`config.mk`:
```
export PLATFORM = sky130hd
export DESIGN_NAME = arcade_input_mapper
export DESIGN_NICKNAME = d
export VERILOG_FILES = /design/src/rtl/arcade_input_pkg.sv /design/src/rtl/arcade_input_mapper_coin_pulse.sv /design/src/rtl/arcade_input_mapper.sv
export SDC_FILE = /design/constraint.sdc
export NUM_CORES = 1
export LEC_CHECK = 0
export ABC_AREA = 1
export CORE_UTILIZATION = 29
export DETAILED_ROUTE_END_ITERATION = 8
export SYNTH_ARGS = -nofsm -noshare
export SYNTH_HDL_FRONTEND = slang
export SYNTH_SLANG_ARGS = --single-unit
```
`constraint.sdc`:
```
create_clock -name clk_sys -period 1.5 [get_ports clk_sys]
set_input_delay 0.15 -clock clk_sys [delete_from_list [all_inputs] [get_ports clk_sys]]
set_output_delay 0.15 -clock clk_sys [all_outputs]
set_load 0.05 [all_outputs]
```
`src/rtl/arcade_input_pkg.sv`:
```
// arcade_input_pkg: scancodes, joystick bit layout and rotation helper for arcade_input_mapper
package arcade_input_pkg;
  localparam logic [7:0] PS2_EXT = 8'hE0;
  localparam logic [7:0] PS2_BRK = 8'hF0;
  localparam logic [8:0] SC_UP    = 9'h175;
  localparam logic [8:0] SC_DOWN  = 9'h172;
  localparam logic [8:0] SC_LEFT  = 9'h16B;
  localparam logic [8:0] SC_RIGHT = 9'h174;
  localparam logic [8:0] SC_SPACE = 9'h029;
  localparam logic [8:0] SC_LCTRL = 9'h014;
  localparam logic [8:0] SC_F1    = 9'h005;
  localparam logic [8:0] SC_5     = 9'h02E;
  localparam logic [8:0] SC_R     = 9'h02D;
  localparam logic [8:0] SC_F     = 9'h02B;
  localparam logic [8:0] SC_D     = 9'h023;
  localparam logic [8:0] SC_G     = 9'h034;
  localparam logic [8:0] SC_A     = 9'h01C;
  localparam logic [8:0] SC_F2    = 9'h006;
  localparam logic [8:0] SC_6     = 9'h036;
  localparam int JB_R     = 0;
  localparam int JB_L     = 1;
  localparam int JB_D     = 2;
  localparam int JB_U     = 3;
  localparam int JB_FIRE  = 4;
  localparam int JB_START = 5;
  localparam int JB_COIN  = 6;
  typedef enum logic [1:0] {ROT_NONE, ROT_CW, ROT_CCW, ROT_180} rot_t;
  // d and the result are both ordered {up, down, left, right}
  function automatic logic [3:0] rotate_dirs(rot_t r, logic [3:0] d);
    return r == ROT_CW  ? {d[1], d[0], d[2], d[3]} :
           r == ROT_CCW ? {d[0], d[1], d[3], d[2]} :
           r == ROT_180 ? {d[2], d[3], d[0], d[1]} : d;
  endfunction
endpackage

```
`src/rtl/arcade_input_mapper_coin_pulse.sv`:
```
// coin_pulse: fixed-length coin pulse started by a rising edge of the request
module coin_pulse
  import arcade_input_pkg::*;
#(
  parameter int COIN_PULSE_CYCLES = 600000
) (
  input  logic clk_sys,
  input  logic reset_n,
  input  logic req,
  output logic coin
);
  localparam int W = COIN_PULSE_CYCLES > 1 ? $clog2(COIN_PULSE_CYCLES) : 1;
  logic [W-1:0] cnt_q;
  logic arm_q;
  // arm_q clears on reset so a request already held at release cannot fire
  always_ff @(posedge clk_sys or negedge reset_n) begin
    if (!reset_n) begin
      cnt_q <= '0;
      arm_q <= 1'b0;
      coin  <= 1'b0;
    end else begin
      arm_q <= ~req;
      if (req && arm_q && !coin) begin
        coin  <= 1'b1;
        cnt_q <= W'(COIN_PULSE_CYCLES - 1);
      end else if (coin) begin
        coin <= |cnt_q;
        if (|cnt_q) cnt_q <= cnt_q - W'(1);
      end
    end
  end
endmodule

```
`src/rtl/arcade_input_mapper.sv`:
```
// arcade_input_mapper: ps2 key latches + joysticks -> rotated, autofired, coin-pulsed player controls
module arcade_input_mapper
  import arcade_input_pkg::*;
#(
  parameter int NUM_PLAYERS       = 2,
  parameter int COIN_PULSE_CYCLES = 600000,
  parameter int AUTOFIRE_DIV      = 200000
) (
  input  logic                      clk_sys,
  input  logic                      reset_n,
  input  logic [64:0]               ps2_key,
  input  logic [16*NUM_PLAYERS-1:0] joystick,
  input  logic                      joy_merge,
  input  logic [1:0]                rotate,
  input  logic [NUM_PLAYERS-1:0]    autofire_en,
  input  logic                      coin_on_start,
  output logic [NUM_PLAYERS-1:0]    up,
  output logic [NUM_PLAYERS-1:0]    down,
  output logic [NUM_PLAYERS-1:0]    left,
  output logic [NUM_PLAYERS-1:0]    right,
  output logic [NUM_PLAYERS-1:0]    fire,
  output logic [NUM_PLAYERS-1:0]    start,
  output logic [NUM_PLAYERS-1:0]    coin
);
  localparam int AW = AUTOFIRE_DIV > 1 ? $clog2(AUTOFIRE_DIV) : 1;
  logic ps2_tog_q, phase_q, fire_alt_q, pressed, ev;
  logic [8:0] code;
  logic [6:0] key0_q, key1_q, joy_all;
  logic [8:0] joy_unused;
  logic [AW-1:0] af_cnt_q;
  logic [NUM_PLAYERS-1:0] up_d, down_d, left_d, right_d, fire_d, start_d, coin_req;
  assign pressed = ps2_key[15:8] != PS2_BRK;
  assign code = {pressed ? ps2_key[15:8] == PS2_EXT : ps2_key[23:16] == PS2_EXT, ps2_key[7:0]};
  // multi-byte PrtScr/Pause sequences carry data above byte 2 and are dropped
  assign ev = ps2_key[64] != ps2_tog_q && ps2_key[63:24] == '0;
  always_comb begin
    joy_all = '0;
    joy_unused = '0;
    for (int i = 0; i < NUM_PLAYERS; i++) begin
      joy_all |= joystick[16*i +: 7];
      joy_unused ^= joystick[16*i+7 +: 9];
    end
  end
  always_ff @(posedge clk_sys or negedge reset_n) begin
    if (!reset_n) begin
      ps2_tog_q  <= 1'b0;
      key0_q     <= '0;
      key1_q     <= '0;
      fire_alt_q <= 1'b0;
    end else begin
      ps2_tog_q <= ps2_key[64];
      if (ev) begin
        case (code)
          SC_UP:    key0_q[JB_U]     <= pressed;
          SC_DOWN:  key0_q[JB_D]     <= pressed;
          SC_LEFT:  key0_q[JB_L]     <= pressed;
          SC_RIGHT: key0_q[JB_R]     <= pressed;
          SC_SPACE: key0_q[JB_FIRE]  <= pressed;
          SC_LCTRL: fire_alt_q       <= pressed;
          SC_F1:    key0_q[JB_START] <= pressed;
          SC_5:     key0_q[JB_COIN]  <= pressed;
          SC_R:     key1_q[JB_U]     <= pressed;
          SC_F:     key1_q[JB_D]     <= pressed;
          SC_D:     key1_q[JB_L]     <= pressed;
          SC_G:     key1_q[JB_R]     <= pressed;
          SC_A:     key1_q[JB_FIRE]  <= pressed;
          SC_F2:    key1_q[JB_START] <= pressed;
          SC_6:     key1_q[JB_COIN]  <= pressed;
          default: ;
        endcase
      end
    end
  end
  // phase starts high so the first autofire shot is immediate
  always_ff @(posedge clk_sys or negedge reset_n) begin
    if (!reset_n) begin
      af_cnt_q <= '0;
      phase_q  <= 1'b1;
    end else if (af_cnt_q == AW'(AUTOFIRE_DIV - 1)) begin
      af_cnt_q <= '0;
      phase_q  <= ~phase_q;
    end else begin
      af_cnt_q <= af_cnt_q + AW'(1);
    end
  end
  for (genvar g = 0; g < NUM_PLAYERS; g++) begin : g_pl
    logic [6:0] joy, raw;
    assign joy = joy_merge ? (g == 0 ? joy_all : joystick[6:0]) : joystick[16*g +: 7];
    assign raw = joy | (g == 0 ? key0_q | {2'b0, fire_alt_q, 4'b0} : g == 1 ? key1_q : 7'b0);
    assign {up_d[g], down_d[g], left_d[g], right_d[g]} = rotate_dirs(rot_t'(rotate), raw[3:0]);
    assign fire_d[g] = raw[JB_FIRE] & (autofire_en[g] ? phase_q : 1'b1);
    assign start_d[g] = raw[JB_START];
    assign coin_req[g] = raw[JB_COIN] | (coin_on_start & raw[JB_START]);
    coin_pulse #(.COIN_PULSE_CYCLES(COIN_PULSE_CYCLES)) u_coin (
      .clk_sys(clk_sys),
      .reset_n(reset_n),
      .req(coin_req[g]),
      .coin(coin[g])
    );
  end
  always_ff @(posedge clk_sys or negedge reset_n) begin
    if (!reset_n) begin
      {up, down, left, right, fire, start} <= '0;
    end else begin
      {up, down, left, right, fire, start} <= {up_d, down_d, left_d, right_d, fire_d, start_d};
    end
  end
endmodule

```
==> impl_metrics.yaml, run 1 <==
setup_path:
  worstSetupStartpoint: "g_pl[1].u_coin.cnt_q[3]"
  critPathRequiredTime_ns: 1.73
  crit_type: "flip-flop to flip-flop"
  slowest_delay_ns: 0.43
  critPathLaunchType: "flip-flop"
  r2r-start: "g_pl[1].u_coin.cnt_q[3]"
  crit_arrival_ns: 1.77
  slowest_stage: "dfrtp_1"
  path_buf_inv: 3
  worstPathCellList: "nor2_4, inv_1, nor3_2, nand3_2, nand2_4, buf_12, inv_8, nand3b_1, nand3_1"
  cp_top_family: "simple AND/OR/NAND/NOR gates"
  worstPathMaxFanout: 7
  cp-end-kind: "flip-flop"
route:
  routed_wl_um: 15700
  drt-vias-per-instance: 4.53
  remaining_drc_errors: 0
  detail_route.iter0.violations: 348
  ant_nets: 0
  first_pass_iters: 5
  wire_per_inst_um: 12.0
  num_vias: 5949
cts:
  cts_made_buffers: 9
  cts_tree: "yes"
  clk_latency_ns: 0.36
  clk_pin_slew_ns: 0.07
  cts_root_buffer: "clkbuf_16"
  htreeDepth: 3
  cts_buffer_depth: 2
  cts.sinks: 91
pwr:
  irDropWorstVdd_uv: 502
  clockPowerShare: 0.428
  internal-power_uw: 4200
  switching_share: 0.256
  power_density_nw_per_um2: 653
  power_leakage_uw: 0.00388
  seq_power_share: 0.443
  p_switching_uw: 1450
  combPwrFrac: 0.129
die:
  io_pins: 119
  row_count: 50
  initial_core_util: 0.300
  die_w_um: 142
  fp.dieH_um: 142
  core_region_area_sq_um: 19000
  die_area_sq_um: 20300
grt:
  antenna_found_initial: 0
  grt.overflow.total: 0
  globalRouteTotalUtil: 0.159
  grt_pass1_vias: 5649
  grt_pass1_wl_um: 25700
  grt_max_degree: 92
sta:
  layout_min_cycle_time_ns: 1.54
  max_freq_ghz: 0.648
  finalHoldViolations: 0
  layout_setup_ws_ns: -0.0428
  clock-skew-final_ns: 0.0114
  setup_viol: 24
  drv_slew: 0
  tightest_slew_ns: 0.514
  slew_headroom: 0.657
  fin_crit_sh: 1.03
  tns_ns: -0.431
  rsz0062_at_grt: "true"
synth:
  ys_top_cells_by_area: "dfrtp_1, nand2_1, nor2_1"
  yosysSeqAreaShare: 0.399
  syn_nets: 945
  syn_area_per_cell_sq_um: 6.84
  ys_ff_latch: 91
  synth_edf_count: 0
  synth_most_common_cell: "nand2_1"
  synthArstFlopShare: 1.00
  synthFlopType: "dfrtp_1"
  yosys.area.top_type: "dfrtp_1"
  ys_types: 37
  synth_top_cell_area_share: 0.394
  syn_inst: 835
  netlist_area_sq_um: 5710
  yosysWarnings: 0
  synth_common_cells: "nand2_1, nor2_1, dfrtp_1"
placed_design:
  place_hpwl_um: 11300
  placed_area_sq_um: 7680
  io_buffer_count: 100
  dp.cells: 1277
  finalWeightedCongestion: 0.879
worst_hold_path:
  hold_class: "input pin to flip-flop"
  min_from: "ps2_key[64]"
final_layout:
  final_core_util: 0.455
  syn2layout_area_growth_pct: 51.5
  stdcell_count: 1312
  layout-drive-gt1-share: 0.246
  n_antenna_cell: 0
  layout.nets: 1157
  fin_area_sq_um: 8650
job:
  max_cap_violations: 0
run_status:
  violations: "setup timing"
  outcome: "complete, but fails checks"
flip-flops by register name, indices dropped and copies added (netlist names):
signal / cells
g_pl.u_coin.arm_q: 2
key1_q: 7
right: 2
left: 2
down: 2
g_pl.u_coin.cnt_q: 40
key0_q: 7
g_pl.u_coin.coin: 2
up: 2
fire_alt_q: 1
af_cnt_q: 18
fire: 2
ps2_tog_q: 1
phase_q: 1
start: 2
through the flow:
| stage | setup slack, ns | power [uW] | hold WS [ns] |
|---|---|---|---|
| floorplan | 0.0186 | 2830 | -0.146 |
| global placement | -0.228 | 3280 | 0.241 |
| detailed placement | -0.257 | 3280 | 0.245 |
| CTS | -0.0322 | 5720 | 0.276 |
| global route | -0.131 | 5890 | 0.282 |
| finish | -0.0428 | 5650 | 0.283 |
worst register-to-register path: stages (launching register included):
cell and delay (ns):
dfrtp_1 0.43, nor2_4 0.15, inv_1 0.06, nor3_2 0.17, nand3_2 0.12, nand2_4 0.14, buf_12 0.16, inv_8 0.04
nand3b_1 0.07, nand3_1 0.07
final timing paths:
| kind | depth (start not counted) | end | slack [ns] |
|---|---|---|---|
| setup / recovery | 9 | g_pl[1].u_coin.cnt_q[3] | -0.04 |
| setup reg to reg | 9 | g_pl[1].u_coin.cnt_q[3] | -0.04 |
| hold / removal | 1 | ps2_tog_q | 0.28 |
| hold reg to reg | 2 | key1_q[2] | 0.49 |
| max in group asynchronous | 3 | af_cnt_q[7] | 0.71 |
| min in group asynchronous | 3 | g_pl[0].u_coin.cnt_q[9] | 0.36 |
per-layer routing:
layer,track usage,vias up,share of wire
met5,0,-,0
met4,0.0623,0,0.020
met3,0.0333,21,0.046
met2,0.262,147,0.49
met1,0.202,2699,0.45
li1,-,3082,-
cells in the final DEF (no fill, tap or decap), types with 23 or more instances in the layout:
cell type	netlist	layout
nand2_1	248	232
buf_4	3	111
dfrtp_1	90	89
inv_1	81	75
o21ai_0	46	26
nand3_1	53	47
xor2_1	24	23
clkdlybuf4s50_1	0	85
nor2_2	4	29
nor2_1	161	128
cell type report:
cell class	instances	area, sq um
clock buffers	10	239
clock inverters	6	71.3
fillers	1914	10400
inverters	88	360
multi-input cells	639	3360
flip-flops and latches	91	2280
well taps	260	325
repair buffers	216	2000
repair inverters	2	15.0
power groups by stage:
| stage | Combinational [uW] | Clock (uW) | Sequential (uW) |
|---|---|---|---|
| floorplan | 165 | 0 | 2660 |
| global placement | 726 | 0 | 2550 |
| detailed placement | 730 | 0 | 2550 |
| CTS | 733 | 2480 | 2510 |
| global route | 798 | 2580 | 2510 |
| finish | 726 | 2420 | 2500 |
logic make-up after synthesis:
group                    after synthesis  share of synthesized area
AO/OA/AOI/OAI                         76                     0.0721
XOR/XNOR                              30                     0.0460
buffers and inverters                106                     0.0826
AND/OR/NAND/NOR                      527                      0.390
flip-flops                            91                      0.399
adder cells (fa/ha/maj)                5                     0.0110
what timing repair did:
action,CTS,global route
hold endpoints to repair,90,0
setup buffers,5,9
setup endpoints to repair,40,58
resized for setup,50,93
cloned,2,3
pin swaps,16,29
hold buffers,1,0
Note: power is estimated with default switching activity, not from simulation.
==> run 2: changes to the inputs <==
CTS_CLUSTER_SIZE = 10   (was not set)
TNS_END_PERCENT = 5   (was not set)
clock period = 1.4 ns   (was 1.5 ns; I/O delays follow)
==> run 2 against run 1 <==
The flow still finishes with violations (setup timing). Combinational power grew 13%. Global-route usage grew 0.66 points. Clock power fell by 7%. Wire length shrank 0.84%. Highest routed layer unchanged. Clock skew down 0.0030 ns. Sequential share of layout area is 0.19 points lower. Register-to-register slack got worse by 0.08 ns.
==> impl_metrics.yaml, run 2 (synthesis results as in run 1) <==
cts:
  clk_latency_ns: 0.35
  htreeDepth: 3
  cts_tree: "yes"
  cts_root_buffer: "clkbuf_16"
  cts_made_buffers: 9
  clk_pin_slew_ns: 0.07
  cts.sinks: 91
  cts_buffer_depth: 2
die:
  row_count: 50
  fp.dieH_um: 142
  die_area_sq_um: 20300
  initial_core_util: 0.300
  die_w_um: 142
  core_region_area_sq_um: 19000
  io_pins: 119
setup_path:
  critPathRequiredTime_ns: 1.62
  worstPathMaxFanout: 9
  r2r_slack_ns: -0.13
  reg2reg_to: "g_pl[1].u_coin.cnt_q[8]"
  crit_type: "flip-flop to flip-flop"
  critPathLaunchType: "flip-flop"
  cp-end-kind: "flip-flop"
  r2r-start: "g_pl[1].u_coin.cnt_q[0]"
  crit_arrival_ns: 1.75
  ff2ff_path_depth: 10
sta:
  fin_crit_sh: 1.09
  clock-skew-final_ns: 0.00843
  rsz0062_at_grt: "true"
  setup_viol: 39
  tightest_slew_ns: 0.358
  drv_slew: 0
  layout_min_cycle_time_ns: 1.53
  finalHoldViolations: 0
  slew_headroom: 0.760
  max_freq_ghz: 0.655
  layout_setup_ws_ns: -0.127
pwr:
  power_leakage_uw: 0.00396
  irDropWorstVdd_uv: 679
  power_density_nw_per_um2: 659
  p_total_uw: 5750
final_layout:
  largest_reg_flops: 40
  syn2layout_area_growth_pct: 52.8
  layout-drive-gt1-share: 0.255
  top_regs: "g_pl.u_coin.cnt_q x40, af_cnt_q x18"
  n_antenna_cell: 0
  fillers: 1902
  regMostFlops: "g_pl.u_coin.cnt_q"
  layout_commonest_cell: "nand2_1"
  mostFrequentLayoutCells: "nand2_1, buf_4, nor2_1, dfrtp_1, clkdlybuf4s50_1"
  layout.nets: 1183
run_status:
  outcome: "complete, but fails checks"
  violations: "setup timing"
grt:
  globalRouteTotalUtil: 0.165
  grt_max_degree: 34
  grt_pass1_wl_um: 26700
  grt.overflow.total: 0
  grt_pass1_vias: 5759
  antenna_found_initial: 0
placed_design:
  io_buffer_count: 100
  finalWeightedCongestion: 0.872
  place_hpwl_um: 12000
  pre_cts_slack_ns: -0.353
route:
  detail_route.iter0.violations: 356
  num_vias: 5944
  first_pass_iters: 4
  ant_nets: 0
  drt-vias-per-instance: 4.45
  routed_wl_um: 15600
  wire_per_inst_um: 11.6
  remaining_drc_errors: 0
job:
  max_cap_violations: 0
worst_hold_path:
  hold_class: "input pin to asynchronous set/reset pin"
## run 2: per-stage QoR
step | TNS, ns | util | hold slack (ns) | instance area [sq um] | std cells
finish | -2.62 | 0.459 | 0.236 | 8730 | 1337
global route | -7.65 | 0.459 | 0.269 | 8730 | 1337
floorplan | -0.172 | - | -0.156 | 5740 | 835
CTS | -3.11 | 0.448 | 0.242 | 8520 | 1335
detailed placement | -17.14 | 0.424 | 0.0573 | 8060 | 1314
global placement | -16.56 | 0.424 | 0.0572 | 8060 | 1314
## run 2: worst max-delay path: stages, from the launching register on
cell and delay [ns]:
dfrtp_1 0.41, inv_2 0.11, ha_4 0.13, nand2_2 0.05
nor3_2 0.11, nand3_2 0.12, nand2_4 0.13, buf_12 0.13
inv_8 0.04, nand3b_1 0.08, nand3_1 0.08
## run 2: worst max-delay path by stage
| stage | startpoint | to | cells after the start |
|---|---|---|---|
| 3_3_place_gp | joy_merge | g_pl[1].u_coin.cnt_q[19] | 12 |
| 4_1_cts | g_pl[1].u_coin.cnt_q[0] | g_pl[1].u_coin.cnt_q[0] | 9 |
| 5_1_grt | g_pl[1].u_coin.cnt_q[11] | g_pl[1].u_coin.cnt_q[8] | 9 |
| 2_1_floorplan | g_pl[1].u_coin.cnt_q[0] | g_pl[1].u_coin.cnt_q[10] | 10 |
| 6_report | g_pl[1].u_coin.cnt_q[0] | g_pl[1].u_coin.cnt_q[8] | 10 |
| 3_5_place_dp | joy_merge | g_pl[1].u_coin.cnt_q[19] | 12 |
## run 2: timing repair
item / 4_1_cts / 5_1_grt
hold endpoints to repair: 47 / 0
pin swaps: 12 / 8
hold buffers: 1 / 0
gates cloned: 1 / 0
endpoints found under the setup margin: 50 / 75
resized for setup: 43 / 73
setup buffers: 4 / 2
## run 2: area by class of cell
type                    instances  area (sq um)  area share
clock buffers                  13           250      0.0287
clock inverters                 2          12.5     0.00143
inverters                      88           360      0.0413
multi-input cells             638          3260       0.374
flip-flops and latches         91          2280       0.261
well taps                     260           325      0.0373
repair buffers                245          2240       0.256
## run 2: layer usage
metal,routed length (um),vias to the layer above,share of wire,track usage
met4,308,0,0.020,0.0623
met1,7040,2657,0.45,0.211
li1,-,3130,-,-
met2,7600,137,0.49,0.283
met5,0,-,0,0
met3,611,20,0.039,0.0225
## run 2: where the power goes
part           leakage, uW  internal (uW)  switching, uW
combinational      0.00276            411            408
clock             0.000126           1240           1000
sequential         0.00108           2670           18.4
